<file path="src/rtl/vscale_dmem_bridge.sv">
// vscale dmem port -> word-aligned valid/ready bus, one transaction per core access.
// Latency: load data returns at least two cycles after the address phase (one data-phase wait cycle).
// Backpressure: core stalls on dmem_wait while the bus withholds ready or response; optional abort timer.
module vscale_dmem_bridge #(
    parameter int unsigned TIMEOUT_CYCLES = 255
) (
    input  logic        clk,
    input  logic        reset,
    input  logic        dmem_en,
    input  logic        dmem_wen,
    input  logic [2:0]  dmem_size,
    input  logic [31:0] dmem_addr,
    input  logic [31:0] dmem_wdata_delayed,
    output logic        dmem_wait,
    output logic [31:0] dmem_rdata,
    output logic        dmem_badmem_e,
    output logic        bus_req_valid,
    input  logic        bus_req_ready,
    output logic [31:0] bus_req_addr,
    output logic        bus_req_wen,
    output logic [3:0]  bus_req_wstrb,
    output logic [31:0] bus_req_wdata,
    input  logic        bus_resp_valid,
    input  logic [31:0] bus_resp_rdata,
    input  logic        bus_resp_err
);

    typedef enum logic [1:0] {IDLE, ISSUE, WAIT, BAD} state_t;

    state_t      state;
    state_t      state_nxt;
    logic [31:0] addr_q;
    logic        wen_q;
    logic [2:0]  size_q;
    logic [31:0] wdata_q;
    logic        first_q;
    logic [31:0] rdata_q;

    logic        complete;
    logic        accept;
    logic        misaligned;
    logic        timeout_hit;
    logic [31:0] shifted;
    logic [31:0] load_ext;
    logic [31:0] rdata_cmb;
    logic [31:0] wdata_src;
    logic [3:0]  wstrb_raw;

    assign complete   = (state == WAIT) && bus_resp_valid;
    assign accept     = dmem_en && ((state == IDLE) || (state == BAD) || complete);
    assign misaligned = (dmem_size[1:0] == 2'd3)
                     || ((dmem_size[1:0] == 2'd1) && dmem_addr[0])
                     || ((dmem_size[1:0] == 2'd2) && (dmem_addr[1:0] != 2'b00));

`ifdef VSCALE_DMEM_BRIDGE_TIMEOUT_EN
    localparam int CNT_W = ($clog2(TIMEOUT_CYCLES + 1) > 8) ? $clog2(TIMEOUT_CYCLES + 1) : 8;

    logic [CNT_W-1:0] cnt;

    // First ISSUE cycle sees cnt=0, so the abort lands on the TIMEOUT_CYCLES-th bus cycle.
    always_ff @(posedge clk or posedge reset) begin
        if (reset) begin
            cnt <= '0;
        end else if ((state_nxt == ISSUE) && (state != ISSUE)) begin
            cnt <= '0;
        end else if ((state == ISSUE) || (state == WAIT)) begin
            cnt <= cnt + 1'b1;
        end
    end

    assign timeout_hit = ((state == ISSUE) || ((state == WAIT) && !bus_resp_valid))
                      && (cnt == CNT_W'(TIMEOUT_CYCLES - 1));
`else
    assign timeout_hit = 1'b0;
`endif

    always_comb begin
        state_nxt = state;
        case (state)
            IDLE:    if (accept) state_nxt = misaligned ? BAD : ISSUE;
            ISSUE: begin
                if (timeout_hit)        state_nxt = IDLE;
                else if (bus_req_ready) state_nxt = WAIT;
            end
            WAIT: begin
                if (complete)         state_nxt = accept ? (misaligned ? BAD : ISSUE) : IDLE;
                else if (timeout_hit) state_nxt = IDLE;
            end
            BAD:     state_nxt = accept ? (misaligned ? BAD : ISSUE) : IDLE;
            default: state_nxt = IDLE;
        endcase
    end

    always_ff @(posedge clk or posedge reset) begin
        if (reset) begin
            state   <= IDLE;
            addr_q  <= '0;
            wen_q   <= 1'b0;
            size_q  <= '0;
            wdata_q <= '0;
            first_q <= 1'b0;
            rdata_q <= '0;
        end else begin
            state   <= state_nxt;
            first_q <= accept && !misaligned;
            if (accept) begin
                addr_q <= dmem_addr;
                wen_q  <= dmem_wen;
                size_q <= dmem_size;
            end
            if (first_q) wdata_q <= dmem_wdata_delayed;
            if (complete) rdata_q <= rdata_cmb;
        end
    end

    // Store data arrives one cycle after the address, i.e. in the first ISSUE cycle.
    assign wdata_src = first_q ? dmem_wdata_delayed : wdata_q;

    always_comb begin
        wstrb_raw     = 4'hF;
        bus_req_wdata = wdata_src;
        case (size_q[1:0])
            2'd0: begin
                wstrb_raw     = 4'b0001 << addr_q[1:0];
                bus_req_wdata = {4{wdata_src[7:0]}};
            end
            2'd1: begin
                wstrb_raw     = 4'b0011 << addr_q[1:0];
                bus_req_wdata = {2{wdata_src[15:0]}};
            end
            default: ;
        endcase
    end

    assign shifted = bus_resp_rdata >> {addr_q[1:0], 3'b000};

    always_comb begin
        load_ext = shifted;
        case (size_q[1:0])
            2'd0:    load_ext = {{24{~size_q[2] & shifted[7]}}, shifted[7:0]};
            2'd1:    load_ext = {{16{~size_q[2] & shifted[15]}}, shifted[15:0]};
            default: ;
        endcase
    end

    assign rdata_cmb     = wen_q ? 32'h0 : load_ext;
    assign dmem_rdata    = complete ? rdata_cmb : rdata_q;
    assign dmem_badmem_e = (state == BAD) || (complete && bus_resp_err) || timeout_hit;
    assign dmem_wait     = ((state == ISSUE) || ((state == WAIT) && !bus_resp_valid)) && !timeout_hit;
    assign bus_req_valid = (state == ISSUE) && !timeout_hit;
    assign bus_req_addr  = {addr_q[31:2], 2'b00};
    assign bus_req_wen   = wen_q;
    assign bus_req_wstrb = wen_q ? wstrb_raw : 4'b0000;

endmodule

</file>
<file path="config.mk">
export PLATFORM = sky130hd
export DESIGN_NAME = vscale_dmem_bridge
export DESIGN_NICKNAME = d
export VERILOG_FILES = /design/src/rtl/vscale_dmem_bridge.sv
export SDC_FILE = /design/constraint.sdc
export NUM_CORES = 1
export LEC_CHECK = 0
export ABC_AREA = 1
export BUFFER_PORTS_ARGS = -buffer_cell sky130_fd_sc_hd__buf_2
export CORE_AREA = 2 2 109 111
export CTS_CLUSTER_DIAMETER = 120
export DETAILED_ROUTE_END_ITERATION = 12
export DIE_AREA = 0 0 111 113
export PLACE_DENSITY = 0.81
export SLEW_MARGIN = 20
export SYNTH_ARGS = -nofsm -noshare
export SYNTH_HDL_FRONTEND = slang
export SYNTH_SLANG_ARGS = --single-unit
</file>
<file path="constraint.sdc">
create_clock -name clk -period 4.4 [get_ports clk]
set_clock_uncertainty 0.05 [all_clocks]
set_input_delay 0.66 -clock clk [delete_from_list [all_inputs] [get_ports clk]]
set_output_delay 0.66 -clock clk [all_outputs]
set_load 0.02 [all_outputs]
</file>
### Word level (Yosys, flattened, before mapping)

Cells that the tools add are included.
W data, S select, Z words.

* register bits: 103
* output and inout port bits: 104
* logic and storage cells: 55

* equality and inequality tests: 10
* shift-type cells: 3
* multiplexer cells: 13
* bitwise operators: 3
* reductions and logical operators: 19

Operator list (count)
* $pmux W32 S2: 2
* $mux W32: 3
* $shr A32 B5 Y32: 1
* $mux W2: 5
* $eq A2 B2 Y1 const B: 4
* $pmux W2 S4: 1
* $pmux W4 S2: 1
* $logic_and A1 B1 Y1: 7
* $eq A2 B1 Y1 const B: 3
* $logic_or A1 B1 Y1: 6
* $logic_not A2 Y1: 2
* $mux W4: 1
* $ne A2 B2 Y1 const B: 2
* $shl A1 B2 Y4 const A: 1
* $shl A2 B2 Y4 const A: 1
* $reduce_and A3 Y1: 1
* $and A1 B1 Y1: 2
* $logic_not A1 Y1: 2
* $ne A2 B1 Y1 const B: 1
* $reduce_bool A2 Y1: 1
* $not A1 Y1: 1

### Logic depth before layout (Yosys ltp)

Gate-level depths: netlist of run 1.

* depth in word-level cells: 8
* depth in mapped cells: 9
* gate-level depth less buffers: 9

### Worst setup path after synthesis of run 1

OpenSTA, ideal clock, no wires.

* kind: register -> output
* start point: register state[0]
* end point: output port dmem_rdata[26]
* arrival time: 1569 ps
* slack: 2121 ps
* cell stages (with the launch flop): 10
* buffers on the path: 1
* path through: dfrtp_1 > inv_1 > ha_1 > nand2_2 > nor2_8 > inv_4 > buf_2 > a21oi_1 > nand2_2 > nand2_1

* cells in the longest elaborated chain, start to end: 3

RTL lines
* start: declaration: RTL line 30 `state_t state;`
* start signal: assignment: RTL line 104 `state <= state_nxt;`
* $eq A2 B2 Y1: RTL line 49 `assign complete = (state == WAIT) && bus_resp_valid;`
* $logic_and A1 B1 Y1: RTL line 49
* $mux W32
* end: declaration: RTL line 15 `output logic [31:0] dmem_rdata,`

No other way between the ends.

### Worst setup path in the final report of run 1

* start point: register state[0]
* end point: output port dmem_rdata[0]

The elaborated chain is that of the path after synthesis.

==> results of run 1 <==
==> registers in the layout (all words and copies together) (netlist names) <==
name,flops
first_q,1
addr_q,32
state,2
size_q,3
wdata_q,32
bus_req_wen,1
rdata_q,32
==> power by group through the flow <==
stage,clock [uW],sequential (uW),combinational (uW)
floorplan,0,1540,2640
global placement,0,1580,3190
detailed placement,0,1580,3260
CTS,917,1580,3260
global route,967,1630,3580
finish,904,1580,3240
==> worst register-to-register path, stage by stage (launching register included) <==
cell and delay, ns:
dfrtp_1 0.42, inv_1 0.12, ha_1 0.25, nand2_2 0.51, nand2_1 0.20, nand2_2 0.60
inv_2 0.47, nand2_1 0.17, o21ai_0 0.09
==> Yosys cell counts <==
cell      number
a21oi_1       21
a31o_2         1
a31oi_1       15
buf_1          1
buf_12         1
buf_2         16
buf_4         44
buf_6          4
clkbuf_1      13
conb_1         1
dfrtp_1      103
ha_1           5
inv_1         17
inv_2          3
inv_4          1
inv_8          1
nand2_1      407
nand2_2       13
nand2_8        1
nand3_1       38
nand3_2        2
nand3_4        2
nand3b_1       1
nor2_1        13
nor2_4         1
nor2_8         1
o21ai_0        9
o21ai_1       11
==> metrics by stage <==
step,instance area [sq um],setup slack (ns),total power [uW],util [%],hold WS [ns]
floorplan,5540,0.986,4180,-,0.386
finish,6600,1.10,5720,58.6,0.399
CTS,6600,1.03,5760,58.6,0.420
detailed placement,6260,1.35,4840,55.6,0.405
global route,6600,0.820,6180,58.6,0.431
global placement,6260,1.45,4770,55.6,0.398
==> layout make-up <==
class	count	area (sq um)	share of cell area (%)
repair buffers	212	1070	16.3
multi-input cells	543	2340	35.4
flip-flops and latches	103	2580	39.0
inverters	22	95.1	1.44
clock buffers	11	233	3.53
clock inverters	5	104	1.57
well taps	143	179	2.71
==> logic make-up after synthesis <==
family                   count (synthesis)
AND/OR/NAND/NOR                        479
adder cells (fa/ha/maj)                  5
other                                    1
AO/OA/AOI/OAI                           57
flip-flops                             103
buffers and inverters                  101
==> final timing paths <==
check / slack (ns) / end / cells after the start
hold / removal: 0.40 / addr_q[23] / 2
setup / recovery: 1.10 / dmem_rdata[0] / 9
max in group asynchronous: 2.90 / rdata_q[31] / 3
hold reg to reg: 0.42 / wdata_q[20] / 2
setup reg to reg: 1.38 / bus_req_wen / 8
min in group clk: 0.42 / wdata_q[20] / 2
==> per-layer routing <==
layer / part of all wire, % / routed length [um] / track usage (%) / vias to the layer above
met4: 2.3 / 318 / 7.83 / 0
met5: 0 / 0 / 0 / -
met2: 47 / 6670 / 36.4 / 186
met3: 6.3 / 888 / 5.03 / 22
li1: - / - / - / 2565
met1: 44 / 6250 / 30.7 / 2266
==> qor.yml, run 1 <==
p_int_uw: 2900
cts.path.max_buffers: 2
fillers: 1088
ant_nets: 0
worstPathArrival_ns: 2.59
coreArea_sq_um: 11300
syn_area_sq_um: 5530
overflow: 0
grt_start_max_net_pins: 67
swShare_pct: 49.3
clockPowerShare_pct: 15.8
place_hpwl_um: 10000
ir_drop_uv: 360
grt_first_pass_wirelength_um: 23000
fmax_mhz: 303
avgSynthCellArea_sq_um: 7.42
slowest_stage: "dfrtp_1"
cp_num_buf_inv: 3
cts_max_level: 3
cp_top_family: "simple AND/OR/NAND/NOR gates"
yosysSeqAreaShare_pct: 46.6
slew_violations: 0
worst_ep_required_time_ns: 3.69
power.leakage_uw: 0.00393
fp.dieW_um: 111
criticalPathCategory: "flop to primary output"
initial_core_util_pct: 49.1
p_switching_uw: 2820
synth-seq-cells: 103
hold_class: "primary input to async pin"
crit_fanout: 34
power_frac_seq_pct: 27.6
synth_compound_area_share_pct: 5.56
grtUsageTotal_pct: 22.7
post-synth-top-area-cell: "dfrtp_1"
path_cells: "inv_1, ha_1, nand2_2, nor2_8, inv_4, a31oi_1, o21ai_1, nand2_1, buf_2"
syn_to_final_growth_pct: 19.3
setup.worst_path.start_class: "flop"
synth_simple_gate_area_share_pct: 35.5
antenna_cells: 0
ios: 210
outcome: "complete, no violations"
dr_total_vias: 5039
ys.warnings.count: 0
synth_mux_area_share_pct: 0
cp_slowest_stage_delay_ns: 0.43
path_clk_slew_ns: 0.07
grt_setup_unrepaired: "false"
final_layout_size_suffix_gt1_share_pct: 28.2
fp.dieArea_sq_um: 12500
yosys-top-cells-area: "dfrtp_1 47%, nand2_1 28%, buf_4 6.0%"
final_cell_mix: "407 x nand2_1, 207 x buf_2, 103 x dfrtp_1"
p_comb_share_pct: 56.6
cp-startpoint: "state[0]"
io_buffers: 207
grt_pass1_vias: 4721
setup_violations: 0
hold_viol_final: 0
numCtsBuffers: 9
synthCells: 746
cts_tree: "built"
worstSkewPairLatency_ns: 0.34
grt_antenna_before_repair: 0
row_count: 39
worstMarginPinSlew_ns: 0.770
via_per_inst: 4.85
p_per_area_nw_per_um2: 867
yosys.area.top_type_share_pct: 46.6
drc: 0
clock-sinks: 103
setup-tns-final_ns: 0
postCtsHoldBufs: 0
synth_xor_area_share_pct: 0
cap_violations: 0
clk_root_buffer_cell: "clkbuf_16"
drt-wirelength-per-cell_um: 13.6
synth-adder-area-share_pct: 1.13
endpoint_kind: "primary output"
fp.dieH_um: 113
post-place-cells: 1023
r2r-start: "state[0]"
cts_setup_buffers: 0
finalCriticalPeriod_ns: 3.30
routed_wl_um: 14100
gp_congestion: 0.882
layout.nets: 1002
final_cells: 1039
ys_types: 28
post-route-period-util_pct: 75.0
layout_commonest_cell: "nand2_1"
drt_iter0_markers: 341
post_cts_resized: 0
synth_top_family_by_area: "simple AND/OR/NAND/NOR gates"
dr.pass1.iters: 5
relSlewSlack_pct: 48.7
No activity file was read; power rests on OpenSTA's default activity.
==> run 2, diff against run 1 <==
- CORE_AREA: 2 2 109 111 -> 2 2 114 116
- DIE_AREA: 0 0 111 113 -> 0 0 116 118
- PLACE_DENSITY: 0.81 -> 0.77
- clock period: 4.4 -> 3 ns (I/O delays scaled with it)
==> run 2 against run 1 <==
  * Non-clock buffer count increased by 6
  * Via count up 1.9%
  * Combinational power up 48%
  * Worst hold slack lost 0.39 ns
  * First-iteration DRC count grew 12%
  * Critical path depth stayed put
  * Global-route usage is 0.81 points lower
  * Clock-buffer cell count increased by 3
  * Die area rose by 9.1%
  * Register-to-register slack worse by 0.50 ns
  * Largest cell class unchanged
==> qor.yml, run 2 (synthesized netlist as in run 1, its figures left out) <==
outcome: "complete, no violations"
clk_root_buffer_cell: "clkbuf_16"
crit_fanout: 23  # -32%
grt_start_max_net_pins: 42  # -37%
post-route-cell-area_sq_um: 6640  # +0.61%
relSlewSlack_pct: 62.8  # +14 points
final_cell_mix: "407 x nand2_1, 207 x buf_2, 103 x dfrtp_1"
drt_iter0_markers: 382  # +12%
dr.pass1.iters: 5  # unchanged
slew_violations: 0  # unchanged
cap_violations: 0  # unchanged
ant_nets: 0  # unchanged
dp_slack_ns: 0.727  # -0.621 ns
cp_num_buf_inv: 3  # unchanged
worst_ep_required_time_ns: 2.50  # -1.19 ns
cts.path.max_buffers: 2  # unchanged
place_hpwl_um: 10800  # +8.0%
finalCriticalPeriod_ns: 2.66
ir_drop_uv: 468  # +30%
grtUsageTotal_pct: 21.9  # -0.81 points
post-route-period-util_pct: 88.7
layout.nets: 1008  # +0.60%
drc: 0  # unchanged
worstSkewPairLatency_ns: 0.35  # about the same
fmax_mhz: 376
ios: 210  # unchanged
routed_wl_um: 14700  # +3.8%
gp_congestion: 0.920  # +4.3%
fp.dieArea_sq_um: 13700  # +9.1%
setup-tns-final_ns: 0  # unchanged
cp_slowest_stage_delay_ns: 0.42  # about the same
final_layout_size_suffix_gt1_share_pct: 28.6  # +0.37 points
reg2regPathDepth: 8  # unchanged
hold_ws_ns: 0.0107  # -0.388 ns
worstMarginPinSlew_ns: 0.558  # -0.212 ns
cp_top_family: "buffers and inverters"
fp.dieH_um: 118  # +4.4%
power.leakage_uw: 0.00393  # -0.17%
layout_commonest_cell: "nand2_1"
path_clk_slew_ns: 0.06  # about the same
cts_setup_buffers: 0  # unchanged
p_total_uw: 8210  # +43%
grt_setup_unrepaired: "false"
clock-sinks: 103  # unchanged
post_cts_resized: 0  # unchanged
dpl_cell_area_sq_um: 6360  # +1.5%
via_per_inst: 4.78  # -1.5%
worstPathArrival_ns: 2.16  # -0.43 ns
p_per_area_nw_per_um2: 1240  # +43%
endpoint_kind: "primary output"
path_cells: "inv_1, ha_1, nand2_2, nor2_8, inv_4, a31oi_1, o21ai_1, nand2_1, buf_2"
fp.dieW_um: 116  # +4.5%
dr_total_vias: 5134  # +1.9%
coreArea_sq_um: 12400  # +10%
hold_viol_final: 0  # unchanged
crit_cells: 9  # unchanged
setup_violations: 0  # unchanged
drt-wirelength-per-cell_um: 13.6  # +0.30%
syn_to_final_growth_pct: 20.0
slowest_stage: "dfrtp_1"
postCtsHoldBufs: 0  # unchanged
initial_core_util_pct: 44.6  # -4.5 points
numCtsBuffers: 9  # unchanged
grt_pass1_vias: 4895  # +3.7%
io_buffers: 207  # unchanged
cts_tree: "built"
hold_class: "primary input to async pin"
grt_antenna_before_repair: 3  # +3
top_regs: "addr_q x32, rdata_q x32, wdata_q x32"
setup_ws_ns: 0.340  # -0.759 ns
criticalPathCategory: "flop to primary output"
grt_first_pass_wirelength_um: 23800  # +3.4%
cts_max_level: 3  # unchanged
row_count: 41  # +5.1%
overflow: 0  # unchanged
setup.worst_path.start_class: "flop"
[run 2: changes by cell type in the layout (fill, tap and decap cells not counted), sizes merged]
cell	delta
buf	+6
bufinv	-3
clkbuf	+3
clkinv	-1
clkinvlp	+3
diode	+1
inv	-2
[run 2: area by class of cell]
class	count	area, sq um
antenna	1	2.50
clock buffer	14	264
clock inverter	2	15.0
fill	1262	5770
inverter	22	96.3
multi-input combinational	543	2340
sequential	103	2580
tap	172	215
timing repair buffer	218	1130
[run 2: per-layer routing]
layer	up-vias	GRT usage [%]	wire [um]	part of all wire, %
met1	2342	28.6	6400	44
met5	-	0	11	0.075
met4	2	6.55	301	2.1
li1	2586	-	-	-
met3	27	6.49	1020	7.0
met2	177	34.9	6930	47
[run 2: worst paths after layout]
check	end	from	slack [ns]
max in group asynchronous	wdata_q[1]	reset	2.25
worst min register to register	wdata_q[22]	wdata_q[22]	0.42
worst max register to register	addr_q[20]	state[0]	0.88
worst max-delay path	dmem_rdata[4]	state[0]	0.34
worst min-delay path	wdata_q[24]	reset	0.01
min in group clk	addr_q[2]	dmem_addr[2]	0.24
[run 2: where the power goes]
group / switching, uW / internal (uW)
clock: 502 / 610
sequential: 281 / 2030
combinational: 3350 / 1440
total: 4130 / 4080
[run 2: stage by stage]
step                      util [%]  cells
after floorplan                  -    747
after global placement        51.2   1058
after detailed placement      51.2   1058
after CTS                     53.5   1074
after global routing          53.5   1075
final                         53.5   1075
==> run 3, diff against run 2 <==
- CELL_PAD_IN_SITES_DETAIL_PLACEMENT: unset -> 1
- CELL_PAD_IN_SITES_GLOBAL_PLACEMENT: unset -> 2
- CORE_AREA: 2 2 114 116 -> 2 2 155 157
- DIE_AREA: 0 0 116 118 -> 0 0 157 159
==> run 3 against run 2 <==
  * Register-to-register slack got worse by 0.19 ns
  * Worst hold slack improved by 0.22 ns
  * Critical path depth unchanged
  * Combinational power increased by 4%
  * Final area increased by 3.3%
  * Largest cell class unchanged
  * Wire length increased by 35%
  * Sequential share of layout area decreased by 1.3 points
  * Cell count increased by 14%
  * Sequential power about the same
  * Via count increased by 2.5%
  * Worst setup slack got worse by 0.11 ns
  * Critical path type unchanged
  * First-iteration DRC count decreased by 43%
==> qor.yml, run 3 (synthesized netlist as in run 1, its figures left out) <==
dr.pass1.iters: 4  # -1
fp.dieArea_sq_um: 25000  # +82%
row_count: 56  # +37%
cap_violations: 0  # unchanged
setup_violations: 0  # unchanged
hold_viol_final: 0  # unchanged
overflow: 0  # unchanged
cp-startpoint: "state[0]"
fp.dieH_um: 159  # +35%
grt_start_max_net_pins: 42  # unchanged
ir_drop_uv: 562  # +20%
slew_violations: 0  # unchanged
cts.path.max_buffers: 2  # unchanged
min_path_cells: 3
drt_iter0_markers: 216  # -43%
final_layout_size_suffix_gt1_share_pct: 29.0  # +0.38 points
ant_nets: 0  # unchanged
r2r_end: "bus_req_wen"
layout.nets: 1010  # +0.20%
drt-wirelength-per-cell_um: 16.1  # +18%
worstPathArrival_ns: 2.27  # +0.11 ns
p_per_area_nw_per_um2: 1230  # -0.39%
via_per_inst: 4.28  # -10%
setup.worst_path.start_class: "flop"
worstSkewPairLatency_ns: 0.36  # about the same
grt_pass1_vias: 5537  # +13%
place_hpwl_um: 15200  # +40%
drc: 0  # unchanged
utilization_pct: 29.6  # -24 points
grt_setup_unrepaired: "false"
gp_congestion: 0.742  # -19%
power.leakage_uw: 0.00394  # +0.48%
dr_total_vias: 5262  # +2.5%
hold_end: "addr_q[5]"
setup-tns-final_ns: 0  # unchanged
fmax_mhz: 361  # -3.9%
top_regs: "addr_q x32, rdata_q x32, wdata_q x32"
cts_setup_buffers: 0  # unchanged
crit_fanout: 23  # unchanged
reg2reg_setup_slack_ns: 0.69  # -0.19 ns
clock-sinks: 103  # unchanged
syn_to_final_growth_pct: 24.0
reg2regPathDepth: 9  # +1
grt_antenna_before_repair: 8  # +5
layout_commonest_cell: "nand2_1"
worst_ep_required_time_ns: 2.50  # about the same
criticalPathCategory: "flop to primary output"
fp.dieW_um: 157  # +35%
coreArea_sq_um: 23200  # +87%
io_buffers: 207  # unchanged
grtUsageTotal_pct: 16.1  # -5.8 points
relSlewSlack_pct: 62.5  # -0.30 points
numCtsBuffers: 9  # unchanged
endpoint_kind: "primary output"
worstMarginPinSlew_ns: 0.562  # +0.00454 ns
final_cell_mix: "407 x nand2_1, 207 x buf_2, 103 x dfrtp_1"
initial_core_util_pct: 23.9  # -21 points
path_clk_slew_ns: 0.08  # +0.02 ns
hold_class: "primary input to flop"
r2r-start: "state[0]"
finalCriticalPeriod_ns: 2.77  # +0.109 ns
outcome: "complete, no violations"
ios: 210  # unchanged
cts_max_level: 3  # unchanged
routed_wl_um: 19800  # +35%
post-route-period-util_pct: 92.3  # +3.6 points
min_from: "dmem_addr[5]"
clk_root_buffer_cell: "clkbuf_16"
cts_tree: "built"
grt_first_pass_wirelength_um: 31100  # +31%
-- run 3: worst max-delay path: stages, from the launching register on --
cell and delay, ns:
dfrtp_1 0.42, inv_1 0.14, ha_1 0.22, nand2_2 0.11, nor2_8 0.20, inv_4 0.15, a31oi_1 0.23, o21ai_1 0.16
nand2_1 0.10, buf_2 0.18
-- run 3: layout make-up --
cell class	instances	area (sq um)
clock inverter	6	51.3
sequential	103	2580
timing repair buffer	220	1150
multi-input combinational	543	2350
fill	2936	16300
tap	319	399
antenna	6	15.0
inverter	22	96.3
clock buffer	10	229
-- run 3: per-stage QoR --
step	cells	total power, uW	hold WS, ns	setup slack [ns]	area (sq um)
global placement	1206	7350	0.363	0.477	6550
finish	1229	8450	0.227	0.231	6860
floorplan	747	6130	0.386	0.931	5540
CTS	1223	8640	0.213	0.0822	6840
global route	1224	9250	0.227	0.0119	6850
detailed placement	1206	7430	0.359	0.487	6550
-- run 3: worst max path at each step --
stage / end / slack, ns / depth (start not counted)
final: dmem_rdata[0] / 0.23 / 9
after detailed placement: dmem_rdata[3] / 0.49 / 9
after global routing: dmem_rdata[0] / 0.01 / 9
after CTS: dmem_rdata[3] / 0.08 / 9
after floorplan: dmem_rdata[26] / 0.93 / 9
after global placement: dmem_rdata[3] / 0.48 / 9
-- run 3: where the power goes --
part | leakage [uW] | internal [uW] | switching, uW
Sequential | 0.00129 | 2030 | 294
Clock | 0.000139 | 578 | 579
Combinational | 0.00251 | 1440 | 3530
-- run 3: timing repair --
| action | 4_1_cts | 5_1_grt |
|---|---|---|
| hold buffers | 1 | 0 |
| hold endpoints to repair | 6 | 0 |
| resized for setup | 0 | 1 |
| endpoints found under the setup margin | 0 | 1 |
-- run 3: layer usage --
metal / up-vias / routed length [um] / track usage (%)
li1: 2591 / - / -
met1: 2459 / 8320 / 19.3
met2: 184 / 9370 / 27.3
met3: 22 / 1780 / 5.93
met4: 6 / 284 / 3.96
met5: - / 38 / 0
